$ cat src/rtl/common_dffram_arb_pkg.sv
// Shared definitions for the DFF-RAM port-A arbiter.
package common_dffram_arb_pkg;

  // Controller state: serving requesters or sweeping the RAM with FLUSH_VALUE.
  typedef enum logic {
    SERVE = 1'b0,
    FLUSH = 1'b1
  } arb_state_e;

endpackage

$ cat src/rtl/common_rr_arbiter_2.sv
// Two-way round-robin arbiter. The 1-bit pointer favours one requester when
// both are asking; after any grant it moves to the requester that lost out.
module common_rr_arbiter_2 (
  input  logic       clk,
  input  logic       reset,
  input  logic [1:0] req,
  input  logic       en,
  output logic [1:0] gnt
);

  logic ptr_q;
  logic ptr_d;

  // Grant selection: a lone requester always wins, a tie goes to the pointer.
  always_comb begin
    gnt = 2'b00;
    if (en) begin
      if (req == 2'b11) gnt = ptr_q ? 2'b10 : 2'b01;
      else              gnt = req;
    end
  end

  // Pointer moves to the non-granted requester whenever a grant is issued.
  always_comb begin
    ptr_d = ptr_q;
    if (gnt[0])      ptr_d = 1'b1;
    else if (gnt[1]) ptr_d = 1'b0;
  end

  // Pointer register; requester 0 is favoured out of reset.
  always_ff @(posedge clk) begin
    if (reset) ptr_q <= 1'b0;
    else       ptr_q <= ptr_d;
  end

endmodule

$ cat src/rtl/common_dffram_porta_arb.sv
// Port-A front end for a DFF RAM: arbitrates two requesters onto a single
// RAM port with read latency 1, and sweeps the whole RAM with FLUSH_VALUE on
// request or automatically out of reset. Flush has priority over requests.
module common_dffram_porta_arb
  import common_dffram_arb_pkg::*;
#(
  parameter int                        RAM_DATA_WIDTH = 8,
  parameter int                        RAM_DEPTH      = 16,
  parameter logic [RAM_DATA_WIDTH-1:0] FLUSH_VALUE    = '0,
  parameter bit                        AUTO_FLUSH     = 1'b1,
  localparam int                       AW             = $clog2(RAM_DEPTH)
) (
  input  logic                      clk,
  input  logic                      reset,
  input  logic                      req_valid_0,
  output logic                      req_ready_0,
  input  logic                      req_write_0,
  input  logic [AW-1:0]             req_addr_0,
  input  logic [RAM_DATA_WIDTH-1:0] req_wdata_0,
  input  logic                      req_valid_1,
  output logic                      req_ready_1,
  input  logic                      req_write_1,
  input  logic [AW-1:0]             req_addr_1,
  input  logic [RAM_DATA_WIDTH-1:0] req_wdata_1,
  output logic                      rsp_valid_0,
  output logic                      rsp_valid_1,
  output logic [RAM_DATA_WIDTH-1:0] rsp_data,
  input  logic                      flush_req,
  output logic                      flush_busy,
  output logic [AW-1:0]             ram_addra,
  output logic                      ram_ena,
  output logic                      ram_wea,
  output logic [RAM_DATA_WIDTH-1:0] ram_dina,
  input  logic [RAM_DATA_WIDTH-1:0] ram_douta
);

  localparam logic [AW-1:0] LAST_ADDR = AW'(RAM_DEPTH - 1);

  arb_state_e                state_q, state_d;
  logic [AW-1:0]             cnt_q, cnt_d;
  logic [1:0]                rsp_valid_q;
  logic [RAM_DATA_WIDTH-1:0] rsp_data_q;
  logic [1:0]                gnt;
  logic [1:0]                rd_gnt;
  logic                      arb_en;

  // Requests are only considered while serving, out of reset, with no flush pending.
  assign arb_en = (state_q == SERVE) && !flush_req && !reset;

  common_rr_arbiter_2 u_arb (
    .clk   (clk),
    .reset (reset),
    .req   ({req_valid_1, req_valid_0}),
    .en    (arb_en),
    .gnt   (gnt)
  );

  assign rd_gnt = gnt & {~req_write_1, ~req_write_0};

  // Next-state and RAM port drive; the port is quiet while reset is held.
  always_comb begin
    state_d   = state_q;
    cnt_d     = cnt_q;
    ram_ena   = 1'b0;
    ram_wea   = 1'b0;
    ram_addra = '0;
    ram_dina  = '0;
    if (!reset) begin
      case (state_q)
        SERVE: begin
          if (flush_req) begin
            state_d = FLUSH;
          end else if (gnt[1]) begin
            ram_ena   = 1'b1;
            ram_wea   = req_write_1;
            ram_addra = req_addr_1;
            ram_dina  = req_wdata_1;
          end else if (gnt[0]) begin
            ram_ena   = 1'b1;
            ram_wea   = req_write_0;
            ram_addra = req_addr_0;
            ram_dina  = req_wdata_0;
          end
        end
        FLUSH: begin
          ram_ena   = 1'b1;
          ram_wea   = 1'b1;
          ram_addra = cnt_q;
          ram_dina  = FLUSH_VALUE;
          if (cnt_q == LAST_ADDR) begin
            cnt_d   = '0;
            state_d = SERVE;
          end else begin
            cnt_d = cnt_q + AW'(1);
          end
        end
        default: state_d = SERVE;
      endcase
    end
  end

  // State and flush counter registers; reset re-arms the auto flush.
  always_ff @(posedge clk) begin
    if (reset) begin
      state_q <= AUTO_FLUSH ? FLUSH : SERVE;
      cnt_q   <= '0;
    end else begin
      state_q <= state_d;
      cnt_q   <= cnt_d;
    end
  end

  // Read response: capture the combinational RAM output one cycle after a read grant.
  always_ff @(posedge clk) begin
    if (reset) begin
      rsp_valid_q <= 2'b00;
      rsp_data_q  <= '0;
    end else begin
      rsp_valid_q <= rd_gnt;
      if (|rd_gnt) rsp_data_q <= ram_douta;
    end
  end

  // Outputs are forced idle while reset is held, even if a response is in flight.
  assign req_ready_0 = gnt[0];
  assign req_ready_1 = gnt[1];
  assign rsp_valid_0 = rsp_valid_q[0] && !reset;
  assign rsp_valid_1 = rsp_valid_q[1] && !reset;
  assign rsp_data    = reset ? '0 : rsp_data_q;
  assign flush_busy  = (state_q == FLUSH) && !reset;

endmodule

$ cat config.mk
export PLATFORM = sky130hd
export DESIGN_NAME = common_dffram_porta_arb
export DESIGN_NICKNAME = d
export VERILOG_FILES = /design/src/rtl/common_dffram_arb_pkg.sv /design/src/rtl/common_rr_arbiter_2.sv /design/src/rtl/common_dffram_porta_arb.sv
export SDC_FILE = /design/constraint.sdc
export NUM_CORES = 1
export LEC_CHECK = 0
export BUFFER_PORTS_ARGS = -buffer_cell sky130_fd_sc_hd__buf_2
export CORE_MARGIN = 1
export CORE_UTILIZATION = 40
export DETAILED_ROUTE_END_ITERATION = 10
export PLACE_DENSITY = 0.79
export SETUP_SLACK_MARGIN = 0.2
export SLEW_MARGIN = 20
export SYNTH_ARGS = -nofsm -noshare
export SYNTH_HDL_FRONTEND = slang
export SYNTH_SLANG_ARGS = --single-unit
$ cat constraint.sdc
create_clock -name clk -period 2.3 [get_ports clk]
set_clock_uncertainty 0.2 [all_clocks]
set_input_delay 0.115 -clock clk [delete_from_list [all_inputs] [get_ports clk]]
set_output_delay 0.115 -clock clk [all_outputs]
set_load 0.005 [all_outputs]
==> run metrics <==
top layer in use met4; CTS sink cnt 16; Worst-Margin Slew 0.319 ns; Max VDD drop 0.000396 V; largest net degree at the start of global routing 27; critical-path maximum fanout 16; ANT nets after route 0; Total Wirelength 2.62 mm; crit path DAT 1.67 ns; DIE AREA 0.00252 mm²; Mapped Area 931 µm²; #FFs+latches synth 16; Starting Density 42.1%; Internal 0.000431 W; Mapped Nets 142; GRT Overall Usage 22.5%; Layout Nets 218; die width 50.2 µm; vias per std cell 4.98; synthesized instance count 102; largest area contributor in the netlist dfxtp_1; clock power share 33.2%; switching share of total power 24.0%; Final Hold Fails 0; Avg Inst Size Synth 9.13 µm²; Reg2Reg Depth 4; H-Tree Level Count 1; hold depth 4; CP startpoint kind flip-flop; total CTS buffers 3; Via Count 1,020; routed length per placed instance 12.8 µm; Max Clk Rate 0.503 GHz; CP Capture Type output port; Final period util 86.5%; DRC viols 0; DR WL met3 239 µm; first drt pass iteration count 5; area share of the largest cell type after synthesis 34.4%; port bufs 65; clock root buffer clkbuf_4; status finished, final reports clean; setup slack after layout 0.311 ns; R2R setup slack 0.51 ns; CP required 1.99 ns; CTS tree built; core region area 0.00221 mm²; most common cell after layout, fill and taps aside buf_2; Logic pwr share 16.0%; postcts setup bufs 0; power per cell area 402 mW/mm²; routability cong. 0.771; worst rel slew slack 78.7%; commonest non-fill, non-tap cells in the layout buf_2 (65), nor2b_1 (17), dfxtp_1 (15), dlygate4sd3_1 (12); post-DP HPWL 1.90 mm; grt ovf 0; Worst Hold End state_q$_SDFF_PP1_; Final Util 63.8%; top cells by area, synth dfxtp_1 (34%), nor2b_1 (11%), mux2_2 (9.7%); first-pass GRT wire length 4.26 mm; worst r2r src state_q$_SDFF_PP1_; max-cap violations 0; Slew Viols, Final 0; NetSw 0.000136 W; hold crit path type in2reg; Fin Setup TNS 0 ns; post-synthesis sequential area ratio 34.4%; clock-pin slew on the worst setup and hold paths 0.09 ns; First DRT Iteration DRCs 32; Worst R2R End rsp_data_q[0]$_SDFFE_PP0P_; part of the power in registers 50.8%; vias in the first global route 983; initial antenna violation count 0; number of diodes 0; layout cells sized above 1 48.0%; dpl ws 0.303 ns; Area Overhead vs Synth 51.6%; clk_lat worst skew 0.28 ns; critical path type reg2out; wl on met1 1.03 mm; RSZ-0062 raised after global routing no; Clock Tree Buf Depth 2; Distinct cells, synth 29; Boundary Pins 66; Final Critical Period 1.99 ns; hold path startpoint flush_req; leak pwr 0.788 nW; final setup vio count 0; Met2 Wirelength 1.33 mm; # rows 17; die height 50.2 µm; Ys Warns 0
## worst max-delay path by stage
stage	endpoint	slack, ns	from	depth (start not counted)
global route	ram_wea	0.21	state_q$_SDFF_PP1_	5
detailed placement	rsp_data_q[5]$_SDFFE_PP0P_	0.30	state_q$_SDFF_PP1_	4
CTS	ram_addra[1]	0.26	state_q$_SDFF_PP1_	5
finish	ram_wea	0.31	state_q$_SDFF_PP1_	5
global placement	rsp_data_q[2]$_SDFFE_PP0P_	0.41	state_q$_SDFF_PP1_	4
floorplan	rsp_data_q[0]$_SDFFE_PP0P_	0.61	state_q$_SDFF_PP1_	6
## per-layer routing
layer	global-route usage [%]	vias to the layer above
li1	-	511
met1	23.5	446
met2	43.1	59
met3	4.85	4
met4	8.10	0
met5	0	-
## synthesized netlist by cell type
| cell | instances |
|---|---|
| mux2_2 | 8 |
| clkbuf_1 | 2 |
| xor2_1 | 1 |
| buf_2 | 2 |
| dfxtp_1 | 16 |
| nor3_2 | 1 |
| nor2b_1 | 17 |
| nor2_1 | 6 |
| nand2b_1 | 1 |
| or3_1 | 1 |
| o21ai_0 | 1 |
| a22o_1 | 8 |
| o21bai_1 | 1 |
| a41oi_1 | 1 |
| buf_4 | 2 |
| a222oi_1 | 4 |
| mux2i_1 | 1 |
| inv_1 | 7 |
| nand2_1 | 4 |
| a21oi_1 | 5 |
| a311oi_1 | 2 |
| and3_1 | 2 |
| ha_1 | 1 |
| or2_2 | 1 |
| buf_6 | 2 |
| and2_1 | 2 |
| and2b_1 | 1 |
| o31ai_1 | 1 |
| a22oi_4 | 1 |
## critical path, cell delays in order, from the launching register on
cell,delay [ns]
dfxtp_2,0.38
nor3_2,0.20
and3_2,0.41
and2_1,0.21
nor2_1,0.05
buf_2,0.13
## layout make-up
cell class              instances  area, µm²
inverters                       7       26.3
flip-flops and latches         16        322
multi-input cells              71        532
fillers                       208        801
clock buffers                   4       36.3
well taps                      28       35.0
repair buffers                 79        460
## sequential cells by signal (all words and copies together) (netlist names)
name and flops:
cnt_q 4, rsp_data_q 8, rsp_valid_q 2, state_q 1
u_arb.ptr_q 1
## kinds of logic (layout without fill, tap and decap cells)
logic type	count (synthesis)	in the layout	share of synthesized area, %
AND/OR/NAND/NOR	36	36	22.0
multiplexers	9	9	10.8
adder cells (fa/ha/maj)	1	1	1.34
buffers and inverters	15	90	8.74
XOR/XNOR	1	1	0.941
AO/OA/AOI/OAI	24	24	21.8
flip-flops	16	16	34.4
## repair_timing
action / in CTS / in global routing
hold buffers: 12 / 0
cloned: 0 / 0
resized for setup: 2 / 1
endpoints found under the hold margin: 11 / 0
endpoints found under the setup margin: 13 / 8
## power by group through the flow
stage / sequential, W / clock, W / combinational (W)
6_report: 0.000288 / 0.000189 / 0.0000910
5_1_grt: 0.000290 / 0.000210 / 0.000102
4_1_cts: 0.000288 / 0.000190 / 0.0000910
3_5_place_dp: 0.000294 / 0 / 0.0000766
3_3_place_gp: 0.000294 / 0 / 0.0000741
2_1_floorplan: 0.000293 / 0 / 0.0000319
## stage by stage
stage	hold slack (ns)	std cells	instance area (µm²)	power, W
2_1_floorplan	0.0311	102	931	0.000325
3_3_place_gp	0.171	189	1250	0.000368
3_5_place_dp	0.182	189	1250	0.000371
4_1_cts	0.101	205	1410	0.000569
5_1_grt	0.102	205	1410	0.000602
6_report	0.0945	205	1410	0.000568
Note: power is estimated with default switching activity, not from simulation.
